[config.mk]
export PLATFORM = sky130hd
export DESIGN_NAME = apb_slave_regbank
export DESIGN_NICKNAME = d
export VERILOG_FILES = /design/src/rtl/apb_pkg.sv /design/src/rtl/apb_regfile.sv /design/src/rtl/apb_slave_regbank.sv
export SDC_FILE = /design/constraint.sdc
export NUM_CORES = 1
export LEC_CHECK = 0
export CORE_MARGIN = 2
export CORE_UTILIZATION = 55
export CTS_BUF_LIST = sky130_fd_sc_hd__clkbuf_2 sky130_fd_sc_hd__clkbuf_4 sky130_fd_sc_hd__clkbuf_8
export DETAILED_ROUTE_END_ITERATION = 16
export MAX_ROUTING_LAYER = met4
export PLACE_DENSITY = 0.81
export SLEW_MARGIN = 40
export SYNTH_ARGS = -nofsm -noshare
export SYNTH_HDL_FRONTEND = slang
export SYNTH_SLANG_ARGS = --single-unit
[constraint.sdc]
create_clock -name pclk -period 3 [get_ports pclk]
set_input_delay 0.3 -clock pclk [delete_from_list [all_inputs] [get_ports pclk]]
set_output_delay 0.3 -clock pclk [all_outputs]
set_load 0.005 [all_outputs]
[src/rtl/apb_pkg.sv]
// Shared APB definitions: FSM state encoding, default bus widths and the
// wait-state limit used by the APB completer and its register file.
package apb_pkg;

  localparam int APB_ADDR_WIDTH = 8;
  localparam int APB_DATA_WIDTH = 8;
  localparam int APB_WAIT_MAX   = 15;
  localparam int APB_WAIT_W     = 4;

  localparam logic ST_IDLE   = 1'b0;
  localparam logic ST_ACCESS = 1'b1;

endpackage

[src/rtl/apb_regfile.sv]
// NUM_REGS x DATA_WIDTH register array with one write port and one
// combinational read port; out-of-range reads return 0 and writes are dropped.
module apb_regfile
  import apb_pkg::*;
#(
  parameter int ADDR_WIDTH = APB_ADDR_WIDTH,
  parameter int DATA_WIDTH = APB_DATA_WIDTH,
  parameter int NUM_REGS   = 16
) (
  input  logic                  clk,
  input  logic                  rst_n,
  input  logic                  we,
  input  logic [ADDR_WIDTH-1:0] waddr,
  input  logic [DATA_WIDTH-1:0] wdata,
  input  logic [ADDR_WIDTH-1:0] raddr,
  output logic [DATA_WIDTH-1:0] rdata
);

  localparam int IDX_W = (NUM_REGS > 1) ? $clog2(NUM_REGS) : 1;
  localparam logic [ADDR_WIDTH:0] NUM_REGS_W = NUM_REGS[ADDR_WIDTH:0];

  logic [DATA_WIDTH-1:0] mem [NUM_REGS];
  logic                  waddr_ok;
  logic                  raddr_ok;

  assign waddr_ok = {1'b0, waddr} < NUM_REGS_W;
  assign raddr_ok = {1'b0, raddr} < NUM_REGS_W;

  always_ff @(posedge clk or negedge rst_n) begin
    if (!rst_n) begin
      for (int i = 0; i < NUM_REGS; i++) begin
        mem[i] <= '0;
      end
    end else if (we && waddr_ok) begin
      mem[waddr[IDX_W-1:0]] <= wdata;
    end
  end

  assign rdata = raddr_ok ? mem[raddr[IDX_W-1:0]] : '0;

endmodule

[src/rtl/apb_slave_regbank.sv]
// APB completer fronting a register bank, with a fixed number of wait states
// per access and pslverr on addresses beyond the bank.
module apb_slave_regbank
  import apb_pkg::*;
#(
  parameter int ADDR_WIDTH  = APB_ADDR_WIDTH,
  parameter int DATA_WIDTH  = APB_DATA_WIDTH,
  parameter int NUM_REGS    = 16,
  parameter int WAIT_CYCLES = 1
) (
  input  logic                  pclk,
  input  logic                  presetn,
  input  logic                  psel,
  input  logic                  penable,
  input  logic                  pwrite,
  input  logic [ADDR_WIDTH-1:0] paddr,
  input  logic [DATA_WIDTH-1:0] pwdata,
  output logic                  pready,
  output logic [DATA_WIDTH-1:0] prdata,
  output logic                  pslverr,
  output logic                  fsm_state
);

  localparam logic [ADDR_WIDTH:0]   NUM_REGS_W = NUM_REGS[ADDR_WIDTH:0];
  localparam logic [APB_WAIT_W-1:0] WAIT_INIT  = APB_WAIT_W'(WAIT_CYCLES);
  localparam logic [APB_WAIT_W-1:0] WAIT_LAST  = APB_WAIT_W'(1);
  localparam bit                    LOAD_AT_SETUP = (WAIT_CYCLES == 0);

  logic                  state;
  logic [APB_WAIT_W-1:0] wait_cnt;
  logic [ADDR_WIDTH-1:0] addr_q;
  logic                  wr_q;
  logic [DATA_WIDTH-1:0] prdata_q;
  logic [ADDR_WIDTH-1:0] raddr;
  logic [DATA_WIDTH-1:0] rdata;
  logic                  addr_ok_q;
  logic                  we;

  // Handshake: a transfer completes on the rising edge where psel, penable and
  // pready are all high; pready is only raised in ACCESS once the wait count is
  // exhausted, and pslverr/prdata are meaningful only in that completing cycle.
  assign addr_ok_q = {1'b0, addr_q} < NUM_REGS_W;
  assign pready    = (state == ST_ACCESS) && (wait_cnt == '0) && psel && penable;
  assign pslverr   = pready && !addr_ok_q;
  assign we        = pready && wr_q && addr_ok_q;
  assign prdata    = prdata_q;
  assign fsm_state = state;

  // In IDLE the read port looks at the live setup address so a zero-wait read
  // can load prdata on the same edge that latches addr_q.
  assign raddr = (state == ST_IDLE) ? paddr : addr_q;

  apb_regfile #(
    .ADDR_WIDTH(ADDR_WIDTH),
    .DATA_WIDTH(DATA_WIDTH),
    .NUM_REGS  (NUM_REGS)
  ) u_regfile (
    .clk  (pclk),
    .rst_n(presetn),
    .we   (we),
    .waddr(addr_q),
    .wdata(pwdata),
    .raddr(raddr),
    .rdata(rdata)
  );

  always_ff @(posedge pclk or negedge presetn) begin
    if (!presetn) begin
      state    <= ST_IDLE;
      wait_cnt <= '0;
      addr_q   <= '0;
      wr_q     <= 1'b0;
      prdata_q <= '0;
    end else begin
      case (state)
        ST_IDLE: begin
          if (psel && !penable) begin
            state    <= ST_ACCESS;
            wait_cnt <= WAIT_INIT;
            addr_q   <= paddr;
            wr_q     <= pwrite;
            if (LOAD_AT_SETUP && !pwrite) prdata_q <= rdata;
          end
        end
        ST_ACCESS: begin
          if (!psel) begin
            state <= ST_IDLE;
          end else if (penable) begin
            if (wait_cnt != '0) begin
              wait_cnt <= wait_cnt - 1'b1;
              if (wait_cnt == WAIT_LAST && !wr_q) prdata_q <= rdata;
            end else begin
              state <= ST_IDLE;
            end
          end
        end
        default: state <= ST_IDLE;
      endcase
    end
  end

endmodule

---- Word level (Yosys, flattened, before mapping) ----
Cells that the tools add are included.
Widths: inputs -> output; s select.
word-level totals
  flip-flop bits (word level) ............. 150
  logic and storage cells ................. 71
  output and inout port bits .............. 11
  input port bits ......................... 21
cells by class
  muxes and demuxes ....................... 18
  order comparisons ....................... 5
  equal/unequal tests ..................... 5
  bitwise logic cells ..................... 3
  add/sub/neg operators ................... 1
  reductions and logical operators ........ 18
operators with widths
  cell                 number
  $bwmux 128           1
  $mux 8               5
  $bmux 8 s4           1
  $demux 8 s4          1
  $lt 8x5->1 const B   2
  $mux 4               4
  $ge 5x5->1 const B   2
  $logic_and 1x1->1    10
  $not 4->5            2
  $pmux 4 s2           1
  $lt 5x1->1 const B   1
  $reduce_and 5->1     1
  $eq 4x1->1 const B   1
  $logic_not 4->1      1
  $mux 1               4
  $ne 2x1->1 const B   2
  $ne 2x2->1 const B   2
  $reduce_and 4->1     1
  $reduce_bool 4->1    1
  $sub 4x1->4 const B  1
  $logic_not 1->1      3
  $pmux 1 s2           1
  $reduce_and 2->1     1
  $not 1->1            1

---- Logic depth before layout (Yosys ltp) ----
  word-level depth ........................ 7
  depth in mapped cells ................... 9
  mapped depth without buffers ............ 8

---- By module ----
Synthesis repeated with hierarchy kept, for this count alone.
second synthesis, totals
  cell total of the unflattened synthesis .. 478
  area, all modules ....................... 7129.3 um^2
modules (own cells, without submodules)
  module             cells each  sequential area each (um^2)  area each (um^2)  times used
  apb_regfile        388         3203.1                       5945.7            1
  apb_slave_regbank  90          550.5                        1183.6            1

---- Worst setup path before layout ----
Ideal clock, no wire load.
  path kind ............................... register to register
  from .................................... register wait_cnt[0]
  to ...................................... register prdata_q[4] (netlist: prdata[4])
  required time ........................... 2.878 ns
  setup slack ............................. 0.883 ns
  buffers on the path ..................... 1
  stages on the path, launching flop included .. 9
  library setup time ...................... 0.122 ns
  arrival time ............................ 1.996 ns
  clock period less this slack ............ 2.117 ns
  cell sequence ........................... dfrtp_1 > inv_1 > ha_1 > or3b_2 > clkbuf_1 > nand4_1 > o21bai_1 > a21oi_1 > a32o_1
between the ends
  cells in the longest elaborated chain, start to end .. 3
  elaborated cells on any way between the ends .. 4
  classes of those cells .................. eq/ne (1); reduce/logical (3)
RTL lines
  element                              RTL line                 source
  start: declaration                   apb_slave_regbank.sv:30  logic [APB_WAIT_W-1:0] wait_cnt;
  start signal: assignment             apb_slave_regbank.sv:90  wait_cnt <= wait_cnt - 1'b1;
  $eq 4x1->1                           apb_slave_regbank.sv:91  if (wait_cnt == WAIT_LAST && !wr_q) prdata_q <= rdata;
  $logic_and 1x1->1                    apb_slave_regbank.sv:91
  $reduce_and 5->1 (no source line) *  n/a
  end signal: assignment               apb_slave_regbank.sv:82  if (LOAD_AT_SETUP && !pwrite) prdata_q <= rdata;
  end signal: assignment               apb_slave_regbank.sv:91
  end: declaration                     apb_slave_regbank.sv:33  logic [DATA_WIDTH-1:0] prdata_q;
Every way passes the cells marked *; elsewhere a longest branch is shown, timed or not.
A chain may end at the register's enable or synchronous reset.

---- Worst setup path in the final report ----
  from .................................... register state (netlist: fsm_state)
  to ...................................... register prdata_q[4] (netlist: prdata[4])
between the ends
  cells in the longest elaborated chain, start to end .. 6
  elaborated cells on any way between the ends .. 8
  classes of those cells .................. order compare (1); mux (5); bitwise (1); reduce/logical (1)
RTL lines
  element                                    RTL line                 source
  start: declaration                         apb_slave_regbank.sv:29  logic state;
  start signal: assignment                   apb_slave_regbank.sv:69  state <= ST_IDLE;
  start signal: assignment                   apb_slave_regbank.sv:78  state <= ST_ACCESS;
  start signal: assignment                   apb_slave_regbank.sv:87  state <= ST_IDLE;
  $mux 8                                     apb_slave_regbank.sv:51  assign raddr = (state == ST_IDLE) ? paddr : addr_q;
  $not 4->5 (not written as such)            apb_regfile.sv:39        assign rdata = raddr_ok ? mem[raddr[IDX_W-1:0]] : '0;
  $bmux 8 s4                                 apb_regfile.sv:39
  $mux 8 (not written as such) (2 in a row)  apb_regfile.sv:39
  $mux 8                                     apb_regfile.sv:39
Parallel ways exist; a longest one is shown, timed or not. The select of a mux whose other input is x is not followed.

==> results_dict.tcl <==
set metrics [dict create \
    pwr-share-seq_pct 45.9 \
    peakVddDrop_v 0.0003234 \
    core-area_um2 13880 \
    die_h_um 123.2 \
    cts_inserted_buffers 17 \
    fin_tns_setup_ps 0 \
    place_area_um2 8411 \
    htreeDepth 4 \
    synth_cell_types 61 \
    nNetsFinal 781 \
    critPathTopFamily "simple AND/OR/NAND/NOR gates" \
    p_leak_nw 4.023 \
    io_pins 32 \
    cts-root-buf "clkbuf_8" \
    drive_gt1_share_pct 29.69 \
    hold_path_class "in -> async" \
    r2r_cells 7 \
    grt_max_degree 69 \
    io_buffer_count 31 \
    hpwl_um 14830 \
    antenna_found_initial 0 \
    mostFrequentLayoutCell "dfrtp_1" \
    worstPathRequired_ps 3360 \
    yosysWarnings 0 \
    antenna_cells 0 \
    intPower_mw 3.346 \
    grt_use_total_pct 31.75 \
    globalRouteOverflowTotal 0 \
    holdBufCountCts 1 \
    critPathCaptureType "flop" \
    cts_setup_buffers 0 \
    globalplace.congestion 0.9691 \
    period_share_pct 91.28 \
    clockBufferDepth 2 \
    ys_ff_latch 150 \
    nFillCells 1064 \
    cp_num_buf_inv 1 \
    synthFlopType "dfrtp_1" \
    syn_nets 741 \
    cp.depth 7 \
    min_period_ps 2738 \
    cp-start-kind "flop" \
    rr_endpoint "prdata[4]" \
    setup_slack_ps 261.6 \
    drt_iter0_drc 863 \
    first_pass_iters 5 \
    setup_viol 0 \
    rows 43 \
    p_switching_mw 1.457 \
    worst_ep_arrival_time_ps 3100 \
    regArea_um2 3754 \
    status "finished clean" \
    cp_max_fo 19 \
    die_w_um 123.2 \
    tightest_slew_ps 826.5 \
    cts_tree "yes" \
    slew_headroom_pct 44.73 \
    finalCoreUtilization_pct 63.61 \
    critPathKind "reg -> reg" \
    post_cts_resized 0 \
    synth_area_leaders "dfrtp_1 48%, mux2_2 19%, nand2_1 5.0%, a21oi_1 3.6%, a211oi_1 1.4%" \
    syn_to_final_growth_pct 12.98 \
    start_util_pct 56.30 \
    clockPowerShare_pct 34.1 \
    rrSetupSlack_ps 260 \
    path_cells "buf_4, mux2i_1, nor2_1, o211ai_1, nand2_1, or4_1, a32o_1" \
    clock_skew_ps 9.887 \
    syn_inst 717 \
    yosys.area.top_type_share_pct 48.03 \
    synth_edf_count 0 \
    cap_violations 0 \
    endpoint "prdata[4]" \
    ys_seq_area_share_pct 48.03 \
    die_area_um2 15180 \
    final_cell_mix "150 x dfrtp_1, 134 x mux2_2, 105 x nand2_1" \
    syn_avg_cell_area_um2 10.90 \
    clkTransAtPathRegs_ps 80 \
    critPathMaxStageDelay_ps 560 \
    clock_latency_ps 470 \
    multi_input_area_um2 3830 \
    slew_violations 0 \
    slowest_stage "mux2i_1" \
    grt_pass1_wl_um 34520 \
    post_drt_wl_per_cell_um 23.34 \
    total_power_mw 4.803 \
    via_per_inst 6.511 \
    worstReg2RegStart "fsm_state" \
    fin_area_um2 8830 \
    cp-startpoint "fsm_state" \
    hold_viol_final 0 \
    clock.fmax_mhz 365.2 \
    yosysTopAreaCell "dfrtp_1" \
    netlist_area_um2 7815 \
    drcViolationCount 0 \
    grt_pass1_vias 6135 \
    swShare_pct 30.33 \
    pwr-share-comb_pct 19.9 \
    rsz0062_at_grt "false" \
    dp_slack_ps 190.2 \
    p_per_area_nw_per_um2 544.0 \
    drtAntennaViolNets 0 \
    wl_um 22130 \
    cts_sinks 150 \
    ys_async_sr_fraction_pct 100.0 \
    num_vias 6172 \
]
==> synthesized netlist by cell type (3+ instances only) <==
master,n
a211oi_1,15
a21oi_1,56
a221oi_1,5
a222oi_1,4
a22o_1,7
a22oi_1,8
a311oi_1,3
a31oi_1,4
buf_2,17
buf_4,5
clkbuf_1,21
dfrtp_1,150
ha_1,3
inv_1,6
mux2_1,3
mux2_2,134
mux2i_1,10
nand2_1,105
nand2_2,3
nand2b_1,15
nand3_1,12
nand3b_1,5
nor2_1,11
nor2_2,9
nor2b_1,10
nor3_4,3
nor4_1,5
o211ai_1,12
o21ai_0,16
o21bai_1,9
o221ai_1,4
o31ai_1,4
or2_2,5
==> final cells by class <==
cell class	count	share of cell area [%]
timing repair buffer	66	6.674
inverter	6	0.2551
tap	180	2.551
clock buffer	21	3.202
multi-input combinational	516	43.38
sequential	150	42.51
clock inverter	9	1.431
==> sequential cells by signal, indices dropped and copies added (netlist names) <==
signal / count
u_regfile.mem: 128
addr_q: 8
prdata: 8
wait_cnt: 4
fsm_state: 1
wr_q: 1
==> power by group through the flow <==
stage | clock [mW] | sequential (mW) | combinational (mW)
2_1_floorplan | 0 | 2.19 | 0.603
3_3_place_gp | 0 | 2.23 | 0.902
3_5_place_dp | 0 | 2.24 | 0.934
4_1_cts | 1.65 | 2.20 | 0.941
5_1_grt | 1.75 | 2.21 | 1.03
6_report | 1.64 | 2.21 | 0.957
==> per-layer routing <==
metal  routed length [µm]  track usage, %  vias up
met2                10100           46.43      356
met5                    0               -        -
li1                     -               -     2679
met3                 2185           7.841       57
met1                 9085           42.38     3080
met4                  758           13.21        0
==> logic make-up after synthesis <==
group,after synthesis,share of synthesized area [%]
buf+inv,51,2.962
compound gates,163,13.93
fa+ha+maj,3,0.4804
mux,147,21.02
flops,150,48.03
simple gates,203,13.58
==> worst min path at each step <==
stage	from	to	slack, ps	cells past startpoint
5_1_grt	presetn	prdata[7]	440	2
2_1_floorplan	presetn	addr_q[0]	4	0
3_5_place_dp	presetn	wait_cnt[3]	350	1
4_1_cts	presetn	addr_q[5]	430	2
3_3_place_gp	presetn	wait_cnt[3]	340	1
6_report	presetn	prdata[7]	400	2
==> per-stage QoR <==
step | std cells | hold WS, ps
2_1_floorplan | 717 | 4.409
3_3_place_gp | 917 | 336.0
3_5_place_dp | 917 | 351.8
4_1_cts | 948 | 432.7
5_1_grt | 948 | 442.4
6_report | 948 | 402.9
Power figures use the tool's default switching activity.
==> edit 1 (same flow settings) <==
Change the package constant `APB_ADDR_WIDTH` from 8 to 9.
--- a/src/rtl/apb_pkg.sv
+++ b/src/rtl/apb_pkg.sv
@@ -2,7 +2,7 @@
 // wait-state limit used by the APB completer and its register file.
 package apb_pkg;
 
-  localparam int APB_ADDR_WIDTH = 8;
+  localparam int APB_ADDR_WIDTH = 9;
   localparam int APB_DATA_WIDTH = 8;
   localparam int APB_WAIT_MAX   = 15;
   localparam int APB_WAIT_W     = 4;
Interface: changed (resized paddr); port bits go from 32 to 33. No check against the original RTL was run, so the function may have changed too.
==> edit 1 against the unedited design <==
- critical path depth down 1
- clock skew up 0.0014 ns
- routed wire length decreased by 4.0%
- total power decreased by 5.8%
- sequential cell count up 1
- cell area is 2.0% lower
- synthesized area down 1.6%
- cell count decreased by 3.0%
- setup slack improved by 0.089 ns
- count of clock-buffer cells in the layout did not move
- critical path type unchanged
- highest routed layer unchanged
==> edit 1: results (changes against the unedited design) <==
yosys:
  syn_nets: 720  # was 741
  synth_area_leaders: "dfrtp_1 (49%), mux2_2 (20%), a21oi_1 (6.0%), nand2_1 (4.0%), clkbuf_1 (1.8%)"  # was dfrtp_1 (48%), mux2_2 (19%), nand2_1 (5.0%), a21oi_1 (3.6%), a211oi_1 (1.4%)
  yosys-top-cells-count: "dfrtp_1 (151), mux2_2 (137), a21oi_1 (92)"  # was dfrtp_1 (150), mux2_2 (134), nand2_1 (105)
  synth_cell_types: 54  # was 61
pwr:
  power_mw: 4.53  # was 4.80 mW
  switching_power_mw: 1.46  # about the same
  vdd_drop_max_mv: 0.357  # was 0.323 mV
  power_density_mw_per_mm2: 523  # was 544 mW/mm^2
  p_leak_nw: 3.92  # was 4.02 nW
  power_frac_comb_pct: 20.8  # was 19.9%
global_route:
  grt_pass1_vias: 6224  # was 6135
  use_met1_pct: 37.4  # was 42.4%
  use_met2_pct: 47.7  # was 46.4%
  grt_pass1_wl_um: 33300  # was 34500 um
worst_setup_path:
  slowest_stage: "or4_1"  # was mux2i_1
  rr_endpoint: "u_regfile.mem[116]$_DFFE_PN0P_"  # was prdata[4]$_DFFE_PN0P_
  arrival_ns: 3.01  # was 3.10 ns
placed_design:
  hpwl_um: 13800  # was 14800 um
  pre_cts_ws_ns: 0.106  # was 0.190 ns
  placed_area_mm2: 0.00829  # was 0.00841 mm^2
  dp_cells: 887  # was 917
  io_buffers: 32  # was 31
timing:
  skew_ns: 0.0113  # was 0.00989 ns
cells_and_area:
  stdcell_count: 920  # was 948
  layout-drive-gt1-share_pct: 30.3  # was 29.7%
status:
  status: "finished clean"  # unchanged
detailed_routing:
  dr.pass1.iters: 8  # was 5
==> edit 1: cell types whose count changed in the layout (fill, tap and decap cells not counted), moves of 6 or more <==
cell        unedited run  this run
a31oi_1                4        15
o21ai_0               15         4
nand2_1              105        81
clkinvlp_4             1         7
o21bai_1               9         0
o211ai_1              12         6
a211oi_1              15         6
o31a_1                 1        10
a21oi_1               56        92
nand3_1               12         5
==> edit 1: metal layers <==
layer / part of all wire [%] / wire length [um] / up-vias
li1: - / - / 2618
met1: 38 / 8040 / 3073
met2: 48 / 10200 / 350
met3: 9.6 / 2050 / 74
met4: 4.3 / 919 / 0
met5: 0 / 0 / -
==> edit 1: cells by family (layout without fill, tap and decap cells) <==
| kind of cell | after synthesis | after routing |
|---|---|---|
| AND/OR/NAND/NOR | 158 | 158 |
| multiplexers | 147 | 147 |
| adder cells (fa/ha/maj) | 3 | 3 |
| buffers and inverters | 54 | 99 |
| AO/OA/AOI/OAI | 182 | 182 |
| flip-flops | 151 | 151 |
==> edit 1: area by class of cell <==
cell class                      instances  area, um^2
Inverter                                4        15.0
Sequential cell                       151        3780
Tap cell                              180         225
Clock buffer                           21         270
Fill cell                            1059        5120
Multi-Input combinational cell        490        3710
Timing Repair Buffer                   63         572
Clock inverter                         11        76.3
==> edit 1: worst min path at each step <==
stage / from / to / slack [ns] / cells after the start
global placement: presetn / wait_cnt[2]$_DFFE_PN0P_ / 0.44 / 1
global route: paddr[5] / addr_q[5]$_DFFE_PN0P_ / 0.45 / 2
CTS: paddr[5] / addr_q[5]$_DFFE_PN0P_ / 0.44 / 2
finish: presetn / u_regfile.mem[20]$_DFFE_PN0P_ / 0.44 / 2
floorplan: presetn / addr_q[0]$_DFFE_PN0P_ / 0.004 / 0
detailed placement: presetn / u_regfile.mem[20]$_DFFE_PN0P_ / 0.43 / 1
==> edit 2 (config.mk and constraints unchanged) <==
Made on the original files. Put a register stage on the output `pslverr`, cleared by the reset. The value now appears one clock later. The other outputs are not delayed to match. Comments in the files are not updated.
--- a/src/rtl/apb_slave_regbank.sv
+++ b/src/rtl/apb_slave_regbank.sv
@@ -41,7 +41,13 @@
   // exhausted, and pslverr/prdata are meaningful only in that completing cycle.
   assign addr_ok_q = {1'b0, addr_q} < NUM_REGS_W;
   assign pready    = (state == ST_ACCESS) && (wait_cnt == '0) && psel && penable;
-  assign pslverr   = pready && !addr_ok_q;
+  always_ff @(posedge pclk or negedge presetn) begin
+    if (!presetn) begin
+      pslverr <= '0;
+    end else begin
+      pslverr <= pready && !addr_ok_q;
+    end
+  end
   assign we        = pready && wr_q && addr_ok_q;
   assign prdata    = prdata_q;
   assign fsm_state = state;
Behaviour: not the same (a bounded check fails within 4 cycles, from zero or initial values and one cycle with presetn low).
==> edit 2 against the unedited design <==
- total power shrank 1.2%
- routed wire length shrank 7.7%
- sequential cell count grew 1
- critical endpoint is now prdata[6]$_DFFE_PN0P_
- cell area shrank 1.9%
- synthesized area shrank 1.7%
- via count shrank 3.2%
- non-clock buffer count is the same
- setup slack gained 0.075 ns
==> edit 2: results (changes against the unedited design) <==
status:
  status: "finished clean"  # unchanged
detailed_routing:
  dr.pass1.iters: 6  # was 5
  vias: 5977  # was 6172
  avgRoutedWirePerCell_um: 22.2  # was 23.3 um
  first_iter_violations: 645  # was 863
yosys:
  synth_seq_area_share_pct: 49.2  # was 48.0%
  synth_warnings: 0  # unchanged
  synth_area_leaders: "dfrtp_1 (49%), mux2_2 (20%), a21oi_1 (6.0%), nand2_1 (3.5%), mux2i_1 (1.4%)"  # was dfrtp_1 (48%), mux2_2 (19%), nand2_1 (5.0%), a21oi_1 (3.6%), a211oi_1 (1.4%)
  synth_ff_type: "dfrtp_1"  # unchanged
  synth_async_sr_flop_share_pct: 100  # unchanged
  yosys-top-cells-count: "dfrtp_1 (151), mux2_2 (137), a21oi_1 (92)"  # was dfrtp_1 (150), mux2_2 (134), nand2_1 (105)
  synth_cell_types: 59  # was 61
  syn_nets: 718  # was 741
clocking:
  clock-root-buffer: "clkbuf_8"  # unchanged
  cts_buffer_depth: 2  # unchanged
  clkLatencyLatePin_ns: 0.47  # about the same
  clkTransAtPathRegs_ns: 0.08  # about the same
  cts_setup_buffers: 0  # unchanged
  htreeDepth: 4  # unchanged
  numCtsBuffers: 17  # unchanged
cells_and_area:
  largest_register: "u_regfile.mem"  # unchanged
  largest_reg_flops: 128  # unchanged
  final_nets: 755  # was 781
  antenna_cells: 0  # unchanged
  fillerInstances: 1096  # was 1064
  layout-drive-gt1-share_pct: 30.7  # was 29.7%
timing:
  slew_headroom_pct: 54.7  # was 44.7%
  skew_ns: 0.0114  # was 0.00989 ns
  fin_tns_setup_ns: 0  # unchanged
global_route:
  grt_pass1_wl_um: 32000  # was 34500 um
  use_met2_pct: 46.0  # was 46.4%
  antenna_found_initial: 0  # unchanged
  use_met3_pct: 6.51  # was 7.84%
  use_met1_pct: 36.5  # was 42.4%
  grt_pass1_vias: 6119  # was 6135
  grt_start_max_net_pins: 72  # was 69
  grt_usage_pct: 29.6  # was 31.7%
worst_setup_path:
  critPathMaxFanout: 19  # unchanged
  arrival_ns: 3.02  # was 3.10 ns
run:
  drv_cap: 0  # unchanged
placed_design:
  hpwl_um: 13600  # was 14800 um
  gp_congestion: 0.937  # was 0.969
  io_buffers: 31  # unchanged
min_path:
  hold_class: "in -> async"  # unchanged
pwr:
  p_leak_nw: 3.99  # was 4.02 nW
  vdd_drop_max_mv: 0.295  # was 0.323 mV
-- edit 2: changes by cell type after synthesis, sizes merged, moves of 6 or more --
cell    delta
o31a       +9
o21bai     -9
o211ai     -9
nand2b     -9
a211oi     -9
a31oi     +12
o21ai     -11
nand3b     -6
a21oi     +35
nand2     -35
-- edit 2: cell families (layout without fill, tap and decap cells) --
group	after synthesis	after routing	share of synthesized area [%]
muxes	149	149	21.8
AOI/OAI and AO/OA	176	176	14.3
adders and majority gates	3	3	0.489
and+or+nand+nor	156	156	10.7
buffers and inverters	59	105	3.47
DFF	151	151	49.2
-- edit 2: report_power, final --
part	internal (mW)	switching (mW)
clock	0.869	0.708
combinational	0.372	0.579
sequential	2.11	0.106
-- edit 2: worst paths after layout --
check                                          startpoint                              to  slack, ns  cells after the start
setup / recovery                      fsm_state$_DFF_PN0_           prdata[6]$_DFFE_PN0P_       0.34                      7
hold / removal                                    presetn   u_regfile.mem[78]$_DFFE_PN0P_       0.41                      2
setup reg to reg                      fsm_state$_DFF_PN0_           prdata[6]$_DFFE_PN0P_       0.34                      7
hold reg to reg            u_regfile.mem[108]$_DFFE_PN0P_  u_regfile.mem[108]$_DFFE_PN0P_       0.51                      1
max in group asynchronous                         presetn   u_regfile.mem[80]$_DFFE_PN0P_       1.79                      3
min in group pclk                                  pwrite                wr_q$_DFFE_PN0P_       0.45                      2
-- edit 2: timing repair --
action | 4_1_cts | 5_1_grt
hold endpoints to repair | 69 | 0
gates resized for setup | 0 | 0
hold buffers | 1 | 0
-- edit 2: cell type report --
cell class                 instances  area (um^2)  area share (%)
clock buffer                      23          285            3.29
clock inverter                     5          100            1.16
inverter                          11         41.3           0.477
multi-input combinational        484         3640            42.1
sequential                       151         3780            43.6
tap                              180          225            2.60
timing repair buffer              66          589            6.80
-- edit 2: stage by stage --
step	util, %	area, um^2	hold slack (ns)	std cells	setup WS [ns]
floorplan	-	7680	0.00441	694	0.887
global placement	60.0	8270	0.345	891	0.435
detailed placement	60.0	8270	0.360	891	0.355
CTS	62.9	8660	0.434	920	0.401
global route	62.9	8660	0.452	920	0.172
finish	62.9	8660	0.413	920	0.337
-- edit 2: routing by layer --
| metal | up-vias | wire [um] |
|---|---|---|
| met5 | - | 0 |
| met4 | 0 | 881 |
| met3 | 76 | 1560 |
| met2 | 312 | 9690 |
| met1 | 2993 | 8280 |
| li1 | 2596 | - |
-- edit 2: critical path: stages (launching register included) --
cell and delay (ns):
dfrtp_1 0.73, buf_4 0.25, or2_2 0.41, o22ai_1 0.20, a221o_1 0.32, o211ai_1 0.08
a21oi_1 0.15, o41ai_1 0.40
